### config.mk
export PLATFORM = sky130hd
export DESIGN_NAME = fwd_hazard_unit_flat
export DESIGN_NICKNAME = d
export VERILOG_FILES = /design/src/rtl/fwd_pkg.sv /design/src/rtl/fwd_hazard_unit_if.sv /design/src/rtl/fwd_select.sv /design/src/rtl/fwd_hazard_unit.sv /design/src/flat_wrapper.sv
export SDC_FILE = /design/constraint.sdc
export NUM_CORES = 1
export LEC_CHECK = 0
export BUFFER_PORTS_ARGS = -buffer_cell sky130_fd_sc_hd__buf_2
export CORE_UTILIZATION = 32
export DETAILED_ROUTE_END_ITERATION = 16
export PLACE_DENSITY = 0.63
export SKIP_CTS_REPAIR_TIMING = 1
export SYNTH_ARGS = -nofsm -noshare
export SYNTH_HDL_FRONTEND = slang
export SYNTH_SLANG_ARGS = --single-unit
### constraint.sdc
create_clock -name clk -period 3 [get_ports clk]
set_input_delay 0.15 -clock clk [delete_from_list [all_inputs] [get_ports clk]]
set_output_delay 0.15 -clock clk [all_outputs]
set_load 0.02 [all_outputs]
### src/rtl/fwd_pkg.sv
// Shared definitions for the forwarding / load-use hazard unit:
// forward-select encodings, hazard FSM states and the hard-wired zero register.
package fwd_pkg;

    localparam logic [1:0] FWD_RF = 2'b00;
    localparam logic [1:0] FWD_EM = 2'b10;
    localparam logic [1:0] FWD_MW = 2'b01;

    localparam int REG_ZERO = 0;

    typedef enum logic {
        IDLE  = 1'b0,
        STALL = 1'b1
    } hazState_e;

endpackage

### src/rtl/fwd_hazard_unit_if.sv
// Pipeline-register fields consumed by the hazard unit and the controls it drives back.
// slave = the hazard unit, master = the surrounding pipeline.
interface fwd_hazard_unit_if #(
    parameter int REG_AW = 5
);

    logic              ext_hold;
    logic [REG_AW-1:0] IE_RegRs;
    logic [REG_AW-1:0] IE_RegRt;
    logic [REG_AW-1:0] IE_RegRd;
    logic              IE_RegWrite;
    logic              IE_MemRead;
    logic [REG_AW-1:0] ID_RegRs;
    logic [REG_AW-1:0] ID_RegRt;
    logic              ID_valid;
    logic              EM_RegWrite;
    logic [REG_AW-1:0] EM_RegRd;
    logic              MW_RegWrite;
    logic [REG_AW-1:0] MW_RegRd;
    logic [1:0]        ForwardA;
    logic [1:0]        ForwardB;
    logic              stall;
    logic              flush_ie;
    logic              busy;

    modport master (
        output ext_hold, IE_RegRs, IE_RegRt, IE_RegRd, IE_RegWrite, IE_MemRead,
               ID_RegRs, ID_RegRt, ID_valid, EM_RegWrite, EM_RegRd, MW_RegWrite, MW_RegRd,
        input  ForwardA, ForwardB, stall, flush_ie, busy
    );

    modport slave (
        input  ext_hold, IE_RegRs, IE_RegRt, IE_RegRd, IE_RegWrite, IE_MemRead,
               ID_RegRs, ID_RegRt, ID_valid, EM_RegWrite, EM_RegRd, MW_RegWrite, MW_RegRd,
        output ForwardA, ForwardB, stall, flush_ie, busy
    );

endinterface

### src/rtl/fwd_select.sv
// Per-operand forward-select: EX/MEM beats MEM/WB, register 0 never forwards,
// and everything collapses to the register-file path while initi is high.
module fwd_select
    import fwd_pkg::*;
#(
    parameter int REG_AW = 5
) (
    input  logic              initi,
    input  logic [REG_AW-1:0] ieReg,
    input  logic              emRegWrite,
    input  logic [REG_AW-1:0] emRegRd,
    input  logic              mwRegWrite,
    input  logic [REG_AW-1:0] mwRegRd,
    output logic [1:0]        fwdSel
);

    always_comb begin
        fwdSel = FWD_RF;
        if (!initi) begin
            if (emRegWrite && (emRegRd != REG_AW'(REG_ZERO)) && (emRegRd == ieReg)) begin
                fwdSel = FWD_EM;
            end else if (mwRegWrite && (mwRegRd != REG_AW'(REG_ZERO)) && (mwRegRd == ieReg)) begin
                fwdSel = FWD_MW;
            end
        end
    end

endmodule

### src/rtl/fwd_hazard_unit.sv
// EX-stage operand forwarding plus a load-use stall FSM inserting LOAD_LAT bubbles.
// Optional FWD_STATS_EN adds saturating stall / forward cycle counters.
module fwd_hazard_unit
    import fwd_pkg::*;
#(
    parameter int REG_AW   = 5,
    parameter int LOAD_LAT = 1,
    parameter int CNT_W    = 3
) (
    input  logic               clk,
    input  logic               initi,
    fwd_hazard_unit_if.slave   pif
`ifdef FWD_STATS_EN
    ,
    output logic [15:0]        stat_stalls,
    output logic [15:0]        stat_fwds
`endif
);

    hazState_e        state;
    hazState_e        nextState;
    logic [CNT_W-1:0] cnt;
    logic [CNT_W-1:0] cntNext;
    logic             haz;
    logic             stallInt;
    logic             flushInt;
    logic [1:0]       fwdA;
    logic [1:0]       fwdB;

    fwd_select #(.REG_AW(REG_AW)) u_fwdA (
        .initi      (initi),
        .ieReg      (pif.IE_RegRs),
        .emRegWrite (pif.EM_RegWrite),
        .emRegRd    (pif.EM_RegRd),
        .mwRegWrite (pif.MW_RegWrite),
        .mwRegRd    (pif.MW_RegRd),
        .fwdSel     (fwdA)
    );

    fwd_select #(.REG_AW(REG_AW)) u_fwdB (
        .initi      (initi),
        .ieReg      (pif.IE_RegRt),
        .emRegWrite (pif.EM_RegWrite),
        .emRegRd    (pif.EM_RegRd),
        .mwRegWrite (pif.MW_RegWrite),
        .mwRegRd    (pif.MW_RegRd),
        .fwdSel     (fwdB)
    );

    assign haz = pif.ID_valid && pif.IE_MemRead && pif.IE_RegWrite &&
                 (pif.IE_RegRd != REG_AW'(REG_ZERO)) &&
                 ((pif.IE_RegRd == pif.ID_RegRs) || (pif.IE_RegRd == pif.ID_RegRt));

    always_ff @(posedge clk or posedge initi) begin
        if (initi) begin
            state <= IDLE;
            cnt   <= '0;
        end else begin
            state <= nextState;
            cnt   <= cntNext;
        end
    end

    // With LOAD_LAT == 1 the single bubble comes from IDLE itself; the FSM only
    // walks through STALL for the remaining LOAD_LAT-1 cycles.
    always_comb begin
        nextState = state;
        cntNext   = cnt;
        if (!pif.ext_hold) begin
            case (state)
                IDLE: begin
                    if (haz && (LOAD_LAT > 1)) begin
                        nextState = STALL;
                        cntNext   = CNT_W'(LOAD_LAT - 1);
                    end
                end
                STALL: begin
                    if (cnt == CNT_W'(1)) begin
                        nextState = IDLE;
                        cntNext   = '0;
                    end else begin
                        cntNext = cnt - CNT_W'(1);
                    end
                end
                default: begin
                    nextState = IDLE;
                    cntNext   = '0;
                end
            endcase
        end
    end

    assign stallInt = !initi && (((state == IDLE) && haz) || (state == STALL));
    assign flushInt = stallInt && !pif.ext_hold;

    assign pif.ForwardA = fwdA;
    assign pif.ForwardB = fwdB;
    assign pif.stall    = stallInt;
    assign pif.flush_ie = flushInt;
    assign pif.busy     = (state == STALL);

`ifdef FWD_STATS_EN
    always_ff @(posedge clk or posedge initi) begin
        if (initi) begin
            stat_stalls <= '0;
            stat_fwds   <= '0;
        end else begin
            if (flushInt && (stat_stalls != 16'hFFFF)) begin
                stat_stalls <= stat_stalls + 16'd1;
            end
            if (((fwdA != FWD_RF) || (fwdB != FWD_RF)) && (stat_fwds != 16'hFFFF)) begin
                stat_fwds <= stat_fwds + 16'd1;
            end
        end
    end
`endif

endmodule

### src/flat_wrapper.sv
// flat-port wrapper written by rule: the top's interface ports become plain ports
module fwd_hazard_unit_flat import fwd_pkg::*;
#(
    parameter int REG_AW   = 5,
    parameter int LOAD_LAT = 1,
    parameter int CNT_W    = 3
)
  (clk, initi, pif_ext_hold, pif_IE_RegRs, pif_IE_RegRt, pif_IE_RegRd, pif_IE_RegWrite, pif_IE_MemRead, pif_ID_RegRs, pif_ID_RegRt, pif_ID_valid, pif_EM_RegWrite, pif_EM_RegRd, pif_MW_RegWrite, pif_MW_RegRd, pif_ForwardA, pif_ForwardB, pif_stall, pif_flush_ie, pif_busy);
  fwd_hazard_unit_if #(.REG_AW(REG_AW)) pif_i ();
  input  logic clk;
  input  logic initi;
  input wire logic [$bits(pif_i.ext_hold)-1:0] pif_ext_hold;
  input wire logic [$bits(pif_i.IE_RegRs)-1:0] pif_IE_RegRs;
  input wire logic [$bits(pif_i.IE_RegRt)-1:0] pif_IE_RegRt;
  input wire logic [$bits(pif_i.IE_RegRd)-1:0] pif_IE_RegRd;
  input wire logic [$bits(pif_i.IE_RegWrite)-1:0] pif_IE_RegWrite;
  input wire logic [$bits(pif_i.IE_MemRead)-1:0] pif_IE_MemRead;
  input wire logic [$bits(pif_i.ID_RegRs)-1:0] pif_ID_RegRs;
  input wire logic [$bits(pif_i.ID_RegRt)-1:0] pif_ID_RegRt;
  input wire logic [$bits(pif_i.ID_valid)-1:0] pif_ID_valid;
  input wire logic [$bits(pif_i.EM_RegWrite)-1:0] pif_EM_RegWrite;
  input wire logic [$bits(pif_i.EM_RegRd)-1:0] pif_EM_RegRd;
  input wire logic [$bits(pif_i.MW_RegWrite)-1:0] pif_MW_RegWrite;
  input wire logic [$bits(pif_i.MW_RegRd)-1:0] pif_MW_RegRd;
  output wire logic [$bits(pif_i.ForwardA)-1:0] pif_ForwardA;
  output wire logic [$bits(pif_i.ForwardB)-1:0] pif_ForwardB;
  output wire logic [$bits(pif_i.stall)-1:0] pif_stall;
  output wire logic [$bits(pif_i.flush_ie)-1:0] pif_flush_ie;
  output wire logic [$bits(pif_i.busy)-1:0] pif_busy;
  assign pif_i.ext_hold = pif_ext_hold;
  assign pif_i.IE_RegRs = pif_IE_RegRs;
  assign pif_i.IE_RegRt = pif_IE_RegRt;
  assign pif_i.IE_RegRd = pif_IE_RegRd;
  assign pif_i.IE_RegWrite = pif_IE_RegWrite;
  assign pif_i.IE_MemRead = pif_IE_MemRead;
  assign pif_i.ID_RegRs = pif_ID_RegRs;
  assign pif_i.ID_RegRt = pif_ID_RegRt;
  assign pif_i.ID_valid = pif_ID_valid;
  assign pif_i.EM_RegWrite = pif_EM_RegWrite;
  assign pif_i.EM_RegRd = pif_EM_RegRd;
  assign pif_i.MW_RegWrite = pif_MW_RegWrite;
  assign pif_i.MW_RegRd = pif_MW_RegRd;
  assign pif_ForwardA = pif_i.ForwardA;
  assign pif_ForwardB = pif_i.ForwardB;
  assign pif_stall = pif_i.stall;
  assign pif_flush_ie = pif_i.flush_ie;
  assign pif_busy = pif_i.busy;
  fwd_hazard_unit #(.REG_AW(REG_AW), .LOAD_LAT(LOAD_LAT), .CNT_W(CNT_W)) u_core (.clk(clk), .initi(initi), .pif(pif_i));
endmodule
==> results.md <==
- Synthesis inferred 4 register bits.
- Synthesis produced 76 cells.
- The via density per instance is approximately 4.7.
- The peak clock frequency supported by timing is around 0.45 GHz.
- The number of detailed-route iterations in the first pass is 4.
- At the pin with the least slew margin, the transition time is roughly 0.24 ns.
- The run finished with clean final reports.
- The data required time of the critical path is between 2 and 3 ns.
- The first global-routing pass estimated ~2.6 mm of wire.
- The ratio of final minimum period to clock period is 73.9%.
- The total power divided by cell area is around 230 nW/um^2.
- From bottom edge to top edge, the die measures between 40 and 50 microns.
- The HPWL reported at the end of detailed placement is 1.51 mm.
- The final-report max-slew violation count is 0.
- The data arrival time of the critical path is between 2 and 2.5 ns.
- The class of the most critical hold timing path is in2reg.
- In this run the tool buffered the top-level ports with slightly below 50 buffer cells.
- The DRC violations left is 0.
- Across the routed clock network, the largest skew measured is between 0.004 and 0.005 ns.
- The width of the chip is 46.7 microns.
- Across all layers, the routed design uses about 720 vias.
- The final antenna diode count is 0.
- For the finished layout, the period the worst path requires is ~2.2 ns.
- The hold violation count in the final report is 0.
- Setup repair after global routing left no endpoint under its margin.
- The setup TNS after final layout is 0 ns.
- The number of cells on the worst reg-to-reg path is 3.
- Once the floorplan was initialized, standard cells occupied a little over a third of the core.
- The count of maximum capacitance violations is 0.
- For this block, the initial DRC count from the detailed router was 4.
- The via count of the first global-routing pass is between 600 and 700.
- The post-CTS clock slew at the launch and capture registers of the worst setup and hold paths is around 0.040 ns.
- The weighted congestion reported at the end of routability-driven placement is between 0.8 and 0.9.
- The die covers between 2000 and 2500 sq um.
- The fraction of layout instances using a drive strength above 1 is 43.4%.
- In this run the tightest slew margin relative to its limit is between 80% and 90%.
- The worst setup path category is in2out.
- The worst setup path is launched from an input port.
- The cell area after synthesis is 638 sq um.
- The startpoint identified for the worst hold timing path is pif_ext_hold.
- Setup violations remaining at the end of the flow were counted as 0.
- In the global route stage, overall resource usage came out at between 10% and 20%.
- Along the worst path, the maximum fanout reaches 7.
- The worst setup path startpoint is initi.
- The maximum vdd drop is 0.140 mV.
- Summing all non-filler instances in the final layout gives an area of between 900 and 1000 sq um.
- During I/O placement, the number of pins put on the boundary was 50.
- In the final routed layout, each cell accounts on average for roughly 11 microns.
- The cell leakage power is about 0.00046 uW.
- The later pin in the worst-skew pair is clocked with a latency of 0.24 ns.
- The number of distinct library cell variants in the gate-level netlist after synthesis is 24.
- The net total in the final layout is around 180.
- CTS placed an instance of sky130_fd_sc_hd__clkbuf_4 at the clock tree root.
- The worst register-to-register path ends at u_core.cnt[2]$_DFFE_PP0P_.
- The number of antenna violations at the first check in global routing is 0.
- For this design, the sink count on the clock tree is 4.
- The maximum clock path buffer count is 2.
- During synthesis, Yosys emitted a total of 0 warnings.
- The reg-to-reg startpoint is u_core.pif.busy$_DFFE_PP0N_.
- The H-tree depth is 1.
- After synthesis, the mean cell area works out to 8.40 sq um.
- The number of placement rows is 15.
- The final layout contains routed wiring with a total length of between 1.5 and 2 mm.
- The reg-to-reg setup timing slack is 1.89 ns.
- The region available for standard cell placement spans approximately 1800 sq um.
- The area growth from synthesis to layout is 48.4%.
- The instance area at placement is between 900 and 1000 sq um.
- The terminating pin of the worst hold path is u_core.pif.busy$_DFFE_PP0N_.
- The number of buffers created by CTS is 3.
- STA classifies the critical path endpoint as an output pin.
- The hold-critical path depth is 2.
- The share of the Yosys chip area taken by registers is 15.7%.
- The TritonCTS clock tree is done.
- The pin count of the biggest net entering global routing is 8.
- Synthesis produced a netlist with a net count of 121.
- The number of routed nets with antenna violations is 0.
- The residual overflow from global routing is 0.
[layout by cell type (no fill, tap or decap)]
cell type,instances
sky130_fd_sc_hd__a22oi_1,1
sky130_fd_sc_hd__and4_1,1
sky130_fd_sc_hd__buf_2,49
sky130_fd_sc_hd__clkbuf_4,3
sky130_fd_sc_hd__dfrtp_1,4
sky130_fd_sc_hd__dlygate4sd3_1,1
sky130_fd_sc_hd__ha_1,2
sky130_fd_sc_hd__inv_1,3
sky130_fd_sc_hd__mux2_2,1
sky130_fd_sc_hd__nand2_1,5
sky130_fd_sc_hd__nand2b_1,2
sky130_fd_sc_hd__nand3_1,2
sky130_fd_sc_hd__nor2_1,3
sky130_fd_sc_hd__nor2b_1,1
sky130_fd_sc_hd__nor3_1,4
sky130_fd_sc_hd__nor4_1,2
sky130_fd_sc_hd__nor4_2,2
sky130_fd_sc_hd__o211ai_1,1
sky130_fd_sc_hd__o21a_1,1
sky130_fd_sc_hd__o21ai_0,2
sky130_fd_sc_hd__o21ai_2,1
sky130_fd_sc_hd__o22ai_1,1
sky130_fd_sc_hd__o2bb2ai_1,1
sky130_fd_sc_hd__o32ai_1,1
sky130_fd_sc_hd__or4_1,5
sky130_fd_sc_hd__xnor2_1,10
sky130_fd_sc_hd__xor2_1,20
[report_power, final]
group / switching (uW) / internal [uW]
registers: 0 / 54.2
logic: 44.1 / 45.9
clock network: 25.5 / 45.0
total: 69.7 / 145
[Yosys cell counts]
library cell | n | area (sq um)
sky130_fd_sc_hd__o21ai_2 | 1 | 8.76
sky130_fd_sc_hd__or4_1 | 5 | 37.5
sky130_fd_sc_hd__nor2_1 | 3 | 11.3
sky130_fd_sc_hd__o21ai_0 | 2 | 10.0
sky130_fd_sc_hd__nor4_2 | 2 | 25.0
sky130_fd_sc_hd__o32ai_1 | 1 | 8.76
sky130_fd_sc_hd__o211ai_1 | 1 | 7.51
sky130_fd_sc_hd__xor2_1 | 20 | 175
sky130_fd_sc_hd__ha_1 | 2 | 25.0
sky130_fd_sc_hd__nand3_1 | 2 | 10.0
sky130_fd_sc_hd__o21a_1 | 1 | 7.51
sky130_fd_sc_hd__mux2_2 | 1 | 11.3
sky130_fd_sc_hd__a22oi_1 | 1 | 7.51
sky130_fd_sc_hd__nor4_1 | 2 | 12.5
sky130_fd_sc_hd__xnor2_1 | 10 | 87.6
sky130_fd_sc_hd__inv_1 | 3 | 11.3
sky130_fd_sc_hd__nand2_1 | 5 | 18.8
sky130_fd_sc_hd__nor2b_1 | 1 | 6.26
sky130_fd_sc_hd__nor3_1 | 4 | 20.0
sky130_fd_sc_hd__o22ai_1 | 1 | 6.26
sky130_fd_sc_hd__and4_1 | 1 | 8.76
sky130_fd_sc_hd__o2bb2ai_1 | 1 | 8.76
sky130_fd_sc_hd__nand2b_1 | 2 | 12.5
sky130_fd_sc_hd__dfrtp_1 | 4 | 100
[layer usage]
layer | wire (microns) | GRT usage (%) | vias up | part of all wire, %
met3 | 176 | 7.06 | 0 | 10
met4 | 0 | 3.43 | 0 | 0
li1 | - | - | 377 | -
met5 | 0 | 0 | - | 0
met1 | 695 | 16.9 | 306 | 41
met2 | 834 | 32.5 | 41 | 49
[how the worst max path moves through the flow]
stage,end,slack [ns],cells after the start
3_5_place_dp,pif_ForwardB[0],1.26,6
6_report,pif_ForwardB[0],0.78,7
5_1_grt,pif_ForwardA[0],0.60,7
2_1_floorplan,pif_ForwardA[0],1.40,4
4_1_cts,pif_ForwardB[0],1.26,6
3_3_place_gp,pif_ForwardB[0],1.30,6
[registers in the layout, indices dropped and copies added, names as in the netlist]
signal / count
u_core.pif.busy: 1
u_core.cnt: 3
[critical path: stages]
cell	delay, ns
sky130_fd_sc_hd__dlygate4sd3_1	0.53
sky130_fd_sc_hd__buf_2	0.14
sky130_fd_sc_hd__inv_1	0.19
sky130_fd_sc_hd__o211ai_1	0.14
sky130_fd_sc_hd__or4_1	0.56
sky130_fd_sc_hd__nor4_2	0.15
sky130_fd_sc_hd__buf_2	0.20
[layout make-up]
type                    instances  area, sq um
fillers                       192          855
multi-input cells              69          527
repair buffers                 50          255
flip-flops and latches          4          100
well taps                      25         31.3
clock buffers                   3         22.5
inverters                       3         11.3
[cell families (layout without fill, tap and decap cells)]
logic type | count (synthesis) | in the layout | share of synthesized area (%)
buf+inv | 3 | 56 | 1.76
simple gates | 27 | 27 | 25.5
fa+ha+maj | 2 | 2 | 3.92
xor+xnor | 30 | 30 | 41.2
mux | 1 | 1 | 1.76
compound gates | 9 | 9 | 10.2
flops | 4 | 4 | 15.7
[per-stage QoR]
| stage | total power, uW | std cells | worst slack [ns] | hold WS (ns) | util, % |
|---|---|---|---|---|---|
| after CTS | 216 | 153 | 1.26 | -0.145 | 52.0 |
| after floorplan | 96.5 | 76 | 1.40 | -0.0614 | - |
| after global placement | 143 | 150 | 1.30 | 0.101 | 50.8 |
| after global routing | 231 | 154 | 0.595 | 0.164 | 52.6 |
| final | 215 | 154 | 0.783 | 0.167 | 52.6 |
| after detailed placement | 145 | 150 | 1.26 | 0.113 | 50.8 |
Power figures use the tool's default switching activity.
